$ cat config.mk
export PLATFORM = sky130hd
export DESIGN_NAME = serial_seq_gen
export DESIGN_NICKNAME = d
export VERILOG_FILES = /design/src/rtl/serial_seq_gen.sv
export SDC_FILE = /design/constraint.sdc
export NUM_CORES = 1
export LEC_CHECK = 0
export BUFFER_PORTS_ARGS = -buffer_cell sky130_fd_sc_hd__buf_2
export CAP_MARGIN = 15
export CORE_UTILIZATION = 51
export DETAILED_ROUTE_END_ITERATION = 6
export PLACE_DENSITY = 0.75
export SLEW_MARGIN = 20
export SYNTH_ARGS = -nofsm -noshare
export SYNTH_HDL_FRONTEND = slang
export SYNTH_SLANG_ARGS = --single-unit
$ cat constraint.sdc
create_clock -name clk -period 2.5 [get_ports clk]
set_input_delay 0.125 -clock clk [delete_from_list [all_inputs] [get_ports clk]]
set_output_delay 0.125 -clock clk [all_outputs]
set_load 0.01 [all_outputs]
$ cat src/rtl/serial_seq_gen.sv
// serial_seq_gen: MSB-first serial pattern transmitter with repeat passes and inter-pass gap.
module serial_seq_gen #(
   parameter int WIDTH = 16,
   parameter int GAP = 1
) (
   input  logic                   clk,
   input  logic                   reset,
   input  logic                   load,
   input  logic [WIDTH-1:0]       pattern,
   input  logic [$clog2(WIDTH):0] len,
   input  logic [3:0]             reps,
   input  logic                   start,
   input  logic                   abort,
   output logic                   I,
   output logic                   valid,
   output logic                   busy,
   output logic                   done,
   output logic                   err
);
   localparam int LW = $clog2(WIDTH) + 1;
   localparam int IW = $clog2(WIDTH);
   localparam int GW = GAP > 1 ? $clog2(GAP) : 1;
   typedef enum logic [1:0] {S_IDLE, S_SEND, S_GAP} state_t;
   state_t state, state_d;
   logic [WIDTH-1:0] pat_q, pat_d;
   logic [LW-1:0] len_q, len_d;
   logic [3:0] reps_q, reps_d, pass_q, pass_d;
   logic [IW-1:0] idx_q, idx_d, first_idx;
   logic [GW-1:0] gap_q, gap_d;
   logic i_d, valid_d, done_d, err_d, legal;
   // Freshly loaded values are visible in the same cycle so load+start sends them.
   assign pat_d = (state == S_IDLE && load) ? pattern : pat_q;
   assign len_d = (state == S_IDLE && load) ? len : len_q;
   assign reps_d = (state == S_IDLE && load) ? reps : reps_q;
   assign legal = len_d != '0 && len_d <= LW'(WIDTH);
   assign first_idx = IW'(len_d - 1'b1);
   assign busy = state != S_IDLE;
   always_comb begin
      state_d = state;
      idx_d = idx_q;
      pass_d = pass_q;
      gap_d = gap_q;
      i_d = 1'b0;
      valid_d = 1'b0;
      done_d = 1'b0;
      err_d = 1'b0;
      case (state)
         S_IDLE:
            if (start && !abort) begin
               if (legal) begin
                  state_d = S_SEND;
                  idx_d = first_idx;
                  pass_d = '0;
                  i_d = pat_d[first_idx];
                  valid_d = 1'b1;
               end else
                  err_d = 1'b1;
            end
         S_SEND:
            if (abort)
               state_d = S_IDLE;
            else if (idx_q != '0) begin
               idx_d = idx_q - 1'b1;
               i_d = pat_q[idx_d];
               valid_d = 1'b1;
            end else if (pass_q == reps_q) begin
               state_d = S_IDLE;
               done_d = 1'b1;
            end else begin
               pass_d = pass_q + 4'd1;
               if (GAP > 0) begin
                  state_d = S_GAP;
                  gap_d = GW'(GAP - 1);
               end else begin
                  idx_d = first_idx;
                  i_d = pat_q[first_idx];
                  valid_d = 1'b1;
               end
            end
         S_GAP:
            if (abort)
               state_d = S_IDLE;
            else if (gap_q != '0)
               gap_d = gap_q - 1'b1;
            else begin
               state_d = S_SEND;
               idx_d = first_idx;
               i_d = pat_q[first_idx];
               valid_d = 1'b1;
            end
         default: state_d = S_IDLE;
      endcase
   end
   always_ff @(posedge clk or negedge reset)
      if (!reset) begin
         state <= S_IDLE;
         pat_q <= '0;
         len_q <= '0;
         reps_q <= '0;
         pass_q <= '0;
         idx_q <= '0;
         gap_q <= '0;
         I <= 1'b0;
         valid <= 1'b0;
         done <= 1'b0;
         err <= 1'b0;
      end else begin
         state <= state_d;
         pat_q <= pat_d;
         len_q <= len_d;
         reps_q <= reps_d;
         pass_q <= pass_d;
         idx_q <= idx_d;
         gap_q <= gap_d;
         I <= i_d;
         valid <= valid_d;
         done <= done_d;
         err <= err_d;
      end
endmodule
======== Word level (Yosys, flattened, before mapping) ========
Cells that the tools add are included.
operators by class
  reductions and logical operators ........ 15
  add/sub/neg operators ................... 4
  multiplexer cells ....................... 56
  $lt $le $gt $ge ......................... 3
  bitwise gates (word level) .............. 0
  shift-type cells ........................ 0
  multipliers ............................. 0
  equality and inequality tests ........... 13
  div/mod/pow operators ................... 0
operators by type and width
  operator             count
  $mux 4               11
  $mux 1               27
  $mux 16              1
  $mux 2               7
  $ne 2x2->1 const B   7
  $bmux 1 s4           3
  $pmux 4 s3           1
  $lt 4x5->1 const B   2
  $pmux 4 s2           1
  $sub 4x1->4 const B  2
  $reduce_and 7->1     1
  $ne 3x3->1 const B   2
  $pmux 1 s3           2
  $pmux 2 s3           1
  $reduce_and 6->1     1
  $reduce_bool 2->1    3
  $le 5x5->1 const B   1
  $mux 5               1
  $reduce_and 5->1     1
  $reduce_bool 5->1    1
  $add 4x1->4 const B  1
  $eq 4x4->1           1
  $reduce_and 4->1     1
  $reduce_bool 4->1    1
  other kinds (9)      11
storage, ports and cells
  bits in read-only memories .............. 0
  RAM bits ................................ 0
  output and inout port bits .............. 5
  bits in latches ......................... 0
  register bits after elaboration ......... 40
  memories ................................ 0
  logic and storage cells ................. 102
  input port bits ......................... 30

======== Logic depth before layout (Yosys ltp) ========
Gate-level depths: netlist of run 1.
  depth in word-level cells ............... 9
  depth in mapped cells ................... 9
  gate-level depth less buffers ........... 8

======== Least setup slack after synthesis of run 1 ========
No wires, ideal clock.
  path kind ............................... flip-flop to flip-flop
  start point ............................. register state[0]
  end point ............................... register idx_q[3]
  stages on the path, launching flop included .. 8
  clock period less this slack ............ 2.432 ns
  data arrival time ....................... 2.305 ns
  path buffers ............................ 0
  required time ........................... 2.373 ns
  slack ................................... 0.068 ns
  cell sequence ........................... dfrtp_1 -> nor3b_4 -> mux2_2 -> or3_4 -> a21o_1 -> and2_4 -> clkinv_2 -> mux2_1
on the way
  word-level cells in the longest chain between the ends .. 7
  elaborated cells on any way between the ends .. 22
  those cells by class .................... add/sub (1); order compare (1); eq/ne (8); mux (6); reduce/logical (6)
RTL lines
  element                                         line  RTL
  start: declaration                              24    state_t state, state_d;
  start signal: assignment                        108   state <= state_d;
  $logic_not 2->1 *                               33    assign len_d = (state == S_IDLE && load) ? len : len_q;
  $logic_and 1x1->1 *                             33
  $mux 5 *                                        33
  via len_d[3]                                    26    logic [LW-1:0] len_q, len_d;
  $sub 4x1->4, or another cell as far along       36    assign first_idx = IW'(len_d - 1'b1);
  $mux 4, or another cell as far along            83    else if (gap_q != '0)
  $mux 4, or another cell as far along            81    if (abort)
  $pmux 4 s3 or $reduce_and 7->1 (tied branches)  --
  end signal: assignment                          113   idx_q <= idx_d;
  end: declaration                                28    logic [IW-1:0] idx_q, idx_d, first_idx;
Mark *: on every way through the listed nets, which the timed path passes. The rest lies on a longest branch. The select of a mux whose other input is x is not followed.
A chain may end at the register's enable or synchronous reset.

======== Worst setup path after layout of run 1 ========
Same ends and word-level chain as after synthesis.

==> results of run 1 <==
[area by class of cell]
class,count,area (sq um),share of cell area
multi-input combinational,154,1321,0.4716
timing repair buffer,50,296.5,0.1059
tap,52,65.06,0.02322
sequential,39,975.9,0.3484
clock buffer,7,96.34,0.03439
clock inverter,1,7.507,0.002680
inverter,10,38.79,0.01385
[stage by stage]
| step | area [sq um] | hold slack [ps] | power [W] | setup slack, ps |
|---|---|---|---|---|
| 6_report | 2801 | 46.19 | 0.002620 | 105.1 |
| 3_5_place_dp | 2679 | 280.7 | 0.002126 | 67.60 |
| 4_1_cts | 2793 | 53.36 | 0.002611 | 44.68 |
| 5_1_grt | 2801 | 53.24 | 0.002783 | 8.833 |
| 2_1_floorplan | 2376 | -170.6 | 0.001784 | 67.69 |
| 3_3_place_gp | 2679 | 283.8 | 0.002097 | 111.6 |
[Yosys cell counts, types with 2 or more instances]
cell type	count	share of area
dfrtp_1	39	0.41
mux2_2	26	0.12
mux2i_1	16	0.067
a21oi_1	9	0.019
inv_1	9	0.014
nand3_1	8	0.017
nor2_1	8	0.013
nor2b_1	8	0.021
xnor2_1	8	0.029
mux4_2	7	0.066
nand2_1	7	0.011
o21ai_0	5	0.011
a211oi_1	4	0.013
a31oi_1	4	0.011
or3_1	4	0.011
buf_2	3	0.0063
clkbuf_1	3	0.0047
or3b_2	3	0.011
xor2_1	3	0.011
a21o_1	2	0.0063
buf_1	2	0.0032
ha_1	2	0.011
nand2b_1	2	0.0053
nand4_1	2	0.0053
nor3_1	2	0.0042
[critical path: cells and delay by family (launching register included)]
| kind | cells | cell delay (ps) |
|---|---|---|
| AOI/OAI and AO/OA | 1 | 220 |
| buffers and inverters | 1 | 50 |
| DFF | 1 | 450 |
| muxes | 2 | 670 |
| and+or+nand+nor | 3 | 880 |
[metal layers]
metal	vias up	global-route usage
met1	881	0.3372
met3	8	0.05916
met4	0	0.06222
li1	877	-
met5	-	0
met2	59	0.3608
[power by group]
part / switching [W] / leakage [nW] / total (W) / internal (W)
Clock: 0.000230 / 0.0505 / 0.000481 / 0.000251
Combinational: 0.000554 / 0.742 / 0.00119 / 0.000635
Sequential: 0.000149 / 0.476 / 0.000950 / 0.000801
[cell families after synthesis]
logic type / after synthesis / share of synthesized area
AND/OR/NAND/NOR: 54 / 0.1369
multiplexers: 50 / 0.2617
flip-flops: 39 / 0.4107
AO/OA/AOI/OAI: 37 / 0.1043
buffers and inverters: 19 / 0.03528
XOR/XNOR: 11 / 0.04055
adder cells (fa/ha/maj): 2 / 0.01053
[state kept, by name, indices dropped and copies added (netlist names)]
| name | count |
|---|---|
| state | 2 |
| pass_q | 4 |
| pat_q | 16 |
| valid | 1 |
| idx_q | 4 |
| done | 1 |
| len_q | 5 |
| reps_q | 4 |
| err | 1 |
| I | 1 |
[final timing paths]
check | from | endpoint | slack [ps] | cells past startpoint
worst min-delay path | reps[3] | reps_q[3] | 50 | 2
worst max register to register | state[0] | idx_q[3] | 110 | 7
max in group asynchronous | reset | idx_q[2] | 1480 | 2
worst min register to register | reps_q[2] | reps_q[2] | 530 | 1
worst max-delay path | state[0] | idx_q[3] | 110 | 7
min in group asynchronous | reset | err | 460 | 2
[what timing repair did]
item / CTS / global route
hold endpoints to repair: 39 / 0
setup endpoints to repair: 0 / 2
gates resized for setup: 0 / 3
hold buffers: 1 / 0
==> impl_metrics.json, run 1 <==
{
  "status": "completed",
  "drc": 0,
  "ys_warn_count": 0,
  "fill_cells": 352,
  "grt-ovfl-total": 0,
  "maxSlewHeadroom": 0.4269,
  "rows": 24,
  "top_layer": "met4",
  "ios": 35,
  "skew_ps": 8.389,
  "async_flop_share": 1.000,
  "place_congestion": 0.8610,
  "timing.critical_path.from_type": "flop",
  "synth.cell_area_sq_um": 2376,
  "area_growth_pct": 17.90,
  "drive_gt1_frac": 0.3831,
  "cts-buffers-inserted": 5,
  "clock_path_buffers": 2,
  "finalHoldViolations": 0,
  "peakVddDrop_mv": 0.4553,
  "post-cts-setup-buffer-count": 0,
  "diodes": 0,
  "fin_cells": 313,
  "drt-pass1-iter-count": 4,
  "antenna_found_initial": 0,
  "port_buffers": 34,
  "initial_core_util": 0.5383,
  "clock_latency_ps": 300,
  "arrival_ps": 2580,
  "wl_met2_um": 2440,
  "crit_fanout": 6,
  "die_y_um": 70.26,
  "vias_per_cell": 5.831,
  "maxCapViolCount": 0,
  "grt_max_degree": 40,
  "rsz0062_at_grt": "false",
  "yosysSeqAreaShare": 0.4107,
  "cts_tree": "built",
  "core_area_sq_um": 4414,
  "power.density_nw_per_um2": 935.3,
  "die_area_sq_um": 4936,
  "yosys_most_used_dff": "dfrtp_1",
  "holdCritPathClass": "in2reg",
  "critPathCaptureType": "flop",
  "final_cell_mix": "dfrtp_1 (39), buf_2 (34), mux2_2 (25)",
  "nets": 292,
  "die_x_um": 70.26,
  "final_common_cell": "dfrtp_1",
  "critPathRequiredTime_ps": 2680,
  "final_core_util": 0.6346,
  "setup_tns_ps": 0,
  "postRouteAntennaNets": 0,
  "placed_cells": 304,
  "syn_inst": 212,
  "postSynthAreaPerCell_sq_um": 11.21,
  "fin_crit_sh": 0.9580,
  "hpwl_um": 3786,
  "h-tree-depth": 2,
  "path_clk_slew_ps": 80,
  "grt_use_total": 0.2364,
  "cts_sinks": 39,
  "wirelength_met1_um": 2367,
  "cp_slowest_cell": "dfrtp_1",
  "fmax_ghz": 0.4176,
  "drtIter0Drc": 165,
  "grt_pass1_vias": 1813,
  "wire_per_inst_um": 16.53,
  "grt_pass1_wl_um": 8928,
  "synth_seq_cells": 39,
  "cpPeakStageDelay_ps": 450,
  "cp_cell_sequence": "nor3b_4 -> mux2_4 -> or3_4 -> a21o_1 -> and2_4 -> clkinv_2 -> mux2_1",
  "setup-violations-final": 0,
  "syn_nets": 244,
  "vias": 1825,
  "root_buffer": "clkbuf_8",
  "maxSlewViolCount": 0,
  "routed_wl_um": 5175,
  "synth-edff-count": 0,
  "worst_pin_slew_ps": 859.7,
  "path_class": "reg2reg",
  "p_leak_nw": 1.269,
  "wl_met3_um": 294,
  "min_period_ps": 2395,
  "synth_cell_types": 51
}
(Power assumes the default switching activity.)
==> run 2, diff against run 1 <==
--- a/config.mk
+++ b/config.mk
@@ -7,9 +7,12 @@
 export LEC_CHECK = 0
 export BUFFER_PORTS_ARGS = -buffer_cell sky130_fd_sc_hd__buf_2
 export CAP_MARGIN = 15
-export CORE_UTILIZATION = 51
+export CELL_PAD_IN_SITES_DETAIL_PLACEMENT = 1
+export CELL_PAD_IN_SITES_GLOBAL_PLACEMENT = 1
+export CORE_UTILIZATION = 41
 export DETAILED_ROUTE_END_ITERATION = 6
-export PLACE_DENSITY = 0.75
+export PLACE_DENSITY_LB_ADDON = 0.1
+export RECOVER_POWER = 100
 export SLEW_MARGIN = 20
 export SYNTH_ARGS = -nofsm -noshare
 export SYNTH_HDL_FRONTEND = slang
==> run 2 against run 1 <==
Hold slack better by 15 ps. First-iteration DRC count is 64% lower. Critical path depth stayed put. Global-route usage shrank 1.8 points. Sequential share of layout area down 0.27 points. Register-to-register slack got worse by 30 ps. Sequential power barely moved. Largest cell class unchanged.
==> impl_metrics.json, run 2 (synthesis gave the netlist of run 1 again) <==
{
  "status": "completed",
  "setup-violations-final": 0,
  "maxSlewViolCount": 0,
  "p_leak_nw": 1.257,
  "vias": 1872,
  "clockPowerShare": 0.164,
  "path_clk_slew_ps": 80,
  "clock_latency_ps": 300,
  "peakVddDrop_mv": 0.3538,
  "rsz0062_at_grt": "false",
  "postRouteAntennaNets": 0,
  "die_x_um": 78.13,
  "cts-buffers-inserted": 5,
  "rows": 27,
  "wire_per_inst_um": 17.88,
  "grt_use_total": 0.2184,
  "cpPeakStageDelay_ps": 440,
  "antenna_found_initial": 0,
  "power.density_nw_per_um2": 923.7,
  "nets": 296,
  "grt_pass1_wl_um": 10120,
  "core_area_sq_um": 5540,
  "port_buffers": 34,
  "hpwl_um": 4475,
  "placed_cells": 326,
  "cts_sinks": 39,
  "initial_core_util": 0.4289,
  "maxCapViolCount": 0,
  "largest_reg_flops": 16,
  "power_frac_seq": 0.362,
  "worst_pin_slew_ps": 1009,
  "place_congestion": 0.8358,
  "ios": 35,
  "vias_per_cell": 5.555,
  "drtIter0Drc": 60,
  "setup_tns_ps": 0,
  "drt-pass1-iter-count": 4,
  "die_area_sq_um": 6104,
  "finalHoldViolations": 0,
  "grt-ovfl-total": 0,
  "drc": 0,
  "regMostFlops": "pat_q",
  "timing.critical_path.from_type": "flop",
  "final_cell_mix": "dfrtp_1 (37), buf_2 (29), mux2_2 (26)",
  "internal-power_w": 0.001653,
  "holdCritPathClass": "in2reg",
  "grt_max_degree": 40,
  "min_period_ps": 2420,
  "critPathRequiredTime_ps": 2680,
  "grt_pass1_vias": 1982,
  "h-tree-depth": 2,
  "cp_cell_sequence": "nor3b_4 -> mux2_2 -> or3_4 -> a21o_1 -> and2_4 -> clkinv_2 -> mux2_1",
  "root_buffer": "clkbuf_8",
  "clock_path_buffers": 2,
  "cts_tree": "built",
  "skew_ps": 6.869,
  "diodes": 0,
  "crit_fanout": 5,
  "routed_wl_um": 6026,
  "reg_top3": "pat_q x16, len_q x5",
  "critPathCaptureType": "flop",
  "cp_slowest_cell": "dfrtp_2",
  "fin_cells": 337,
  "fmax_ghz": 0.4132,
  "maxSlewHeadroom": 0.3274,
  "fin_crit_sh": 0.9682,
  "drive_gt1_frac": 0.3774,
  "die_y_um": 78.13,
  "area_growth_pct": 19.12,
  "final_common_cell": "dfrtp_1",
  "design_area_sq_um": 2830,
  "swShare": 0.3676,
  "p_comb_frac": 0.474,
  "postPlaceCellArea_sq_um": 2719,
  "path_class": "reg2reg",
  "switchingPower_w": 0.0009610,
  "arrival_ps": 2600,
  "holdWs_ps": 60.75
}
[run 2: cell types whose count changed in the layout (fill, tap and decap cells not counted), sizes merged]
cell and delta:
buf -1, clkbuf +4, clkinv +1
[run 2: stage by stage]
step | worst slack (ps) | utilization | total power, W
6_report | 79.59 | 0.5108 | 0.002614
5_1_grt | 2.551 | 0.5108 | 0.002800
4_1_cts | 61.43 | 0.5079 | 0.002642
3_5_place_dp | 81.65 | 0.4907 | 0.002195
3_3_place_gp | 118.4 | 0.4907 | 0.002184
2_1_floorplan | 67.69 | - | 0.001784
[run 2: worst max-delay path, delay by kind of cell, from the launching register on]
kind | cells | cell delay [ps]
AOI/OAI and AO/OA | 1 | 230
buffers and inverters | 1 | 50
DFF | 1 | 440
muxes | 2 | 690
and+or+nand+nor | 3 | 890
[run 2: layer usage]
metal	routed length [um]	vias to the layer above	share of wire	global-route usage
met5	0	-	0	0
met1	2798	946	0.46	0.2828
met2	2989	34	0.50	0.3711
met4	63	0	0.010	0.06667
met3	175	5	0.029	0.03837
li1	-	887	-	-
[run 2: timing repair]
item,4_1_cts,5_1_grt
setup buffers,0,2
endpoints found under the hold margin,39,0
gates resized for setup,0,4
setup endpoints to repair,0,2
hold buffers,1,0
[run 2: final timing paths]
| path | startpoint | to | slack, ps | cells past startpoint |
|---|---|---|---|---|
| max | state[1] | idx_q[3] | 80 | 7 |
| min | reps[2] | reps_q[2] | 60 | 2 |
| max reg2reg | state[1] | idx_q[3] | 80 | 7 |
| min reg2reg | reps_q[3] | reps_q[3] | 530 | 1 |
| max in group asynchronous | reset | state[0] | 1300 | 2 |
| min in group asynchronous | reset | len_q[3] | 520 | 2 |
[run 2: power by group through the flow]
| stage | Combinational (W) | Clock, W | Sequential (W) |
|---|---|---|---|
| 6_report | 0.00124 | 0.000429 | 0.000947 |
| 5_1_grt | 0.00136 | 0.000469 | 0.000970 |
| 4_1_cts | 0.00124 | 0.000448 | 0.000949 |
| 3_5_place_dp | 0.00123 | 0 | 0.000961 |
| 3_3_place_gp | 0.00123 | 0 | 0.000955 |
| 2_1_floorplan | 0.000856 | 0 | 0.000927 |
[run 2: area by class of cell]
| class | count | area [sq um] |
|---|---|---|
| fillers | 640 | 2710 |
| multi-input cells | 154 | 1313 |
| flip-flops and latches | 39 | 978.4 |
| repair buffers | 54 | 325.3 |
| well taps | 72 | 90.09 |
| clock buffers | 6 | 72.57 |
| inverters | 10 | 38.79 |
| clock inverters | 2 | 12.51 |
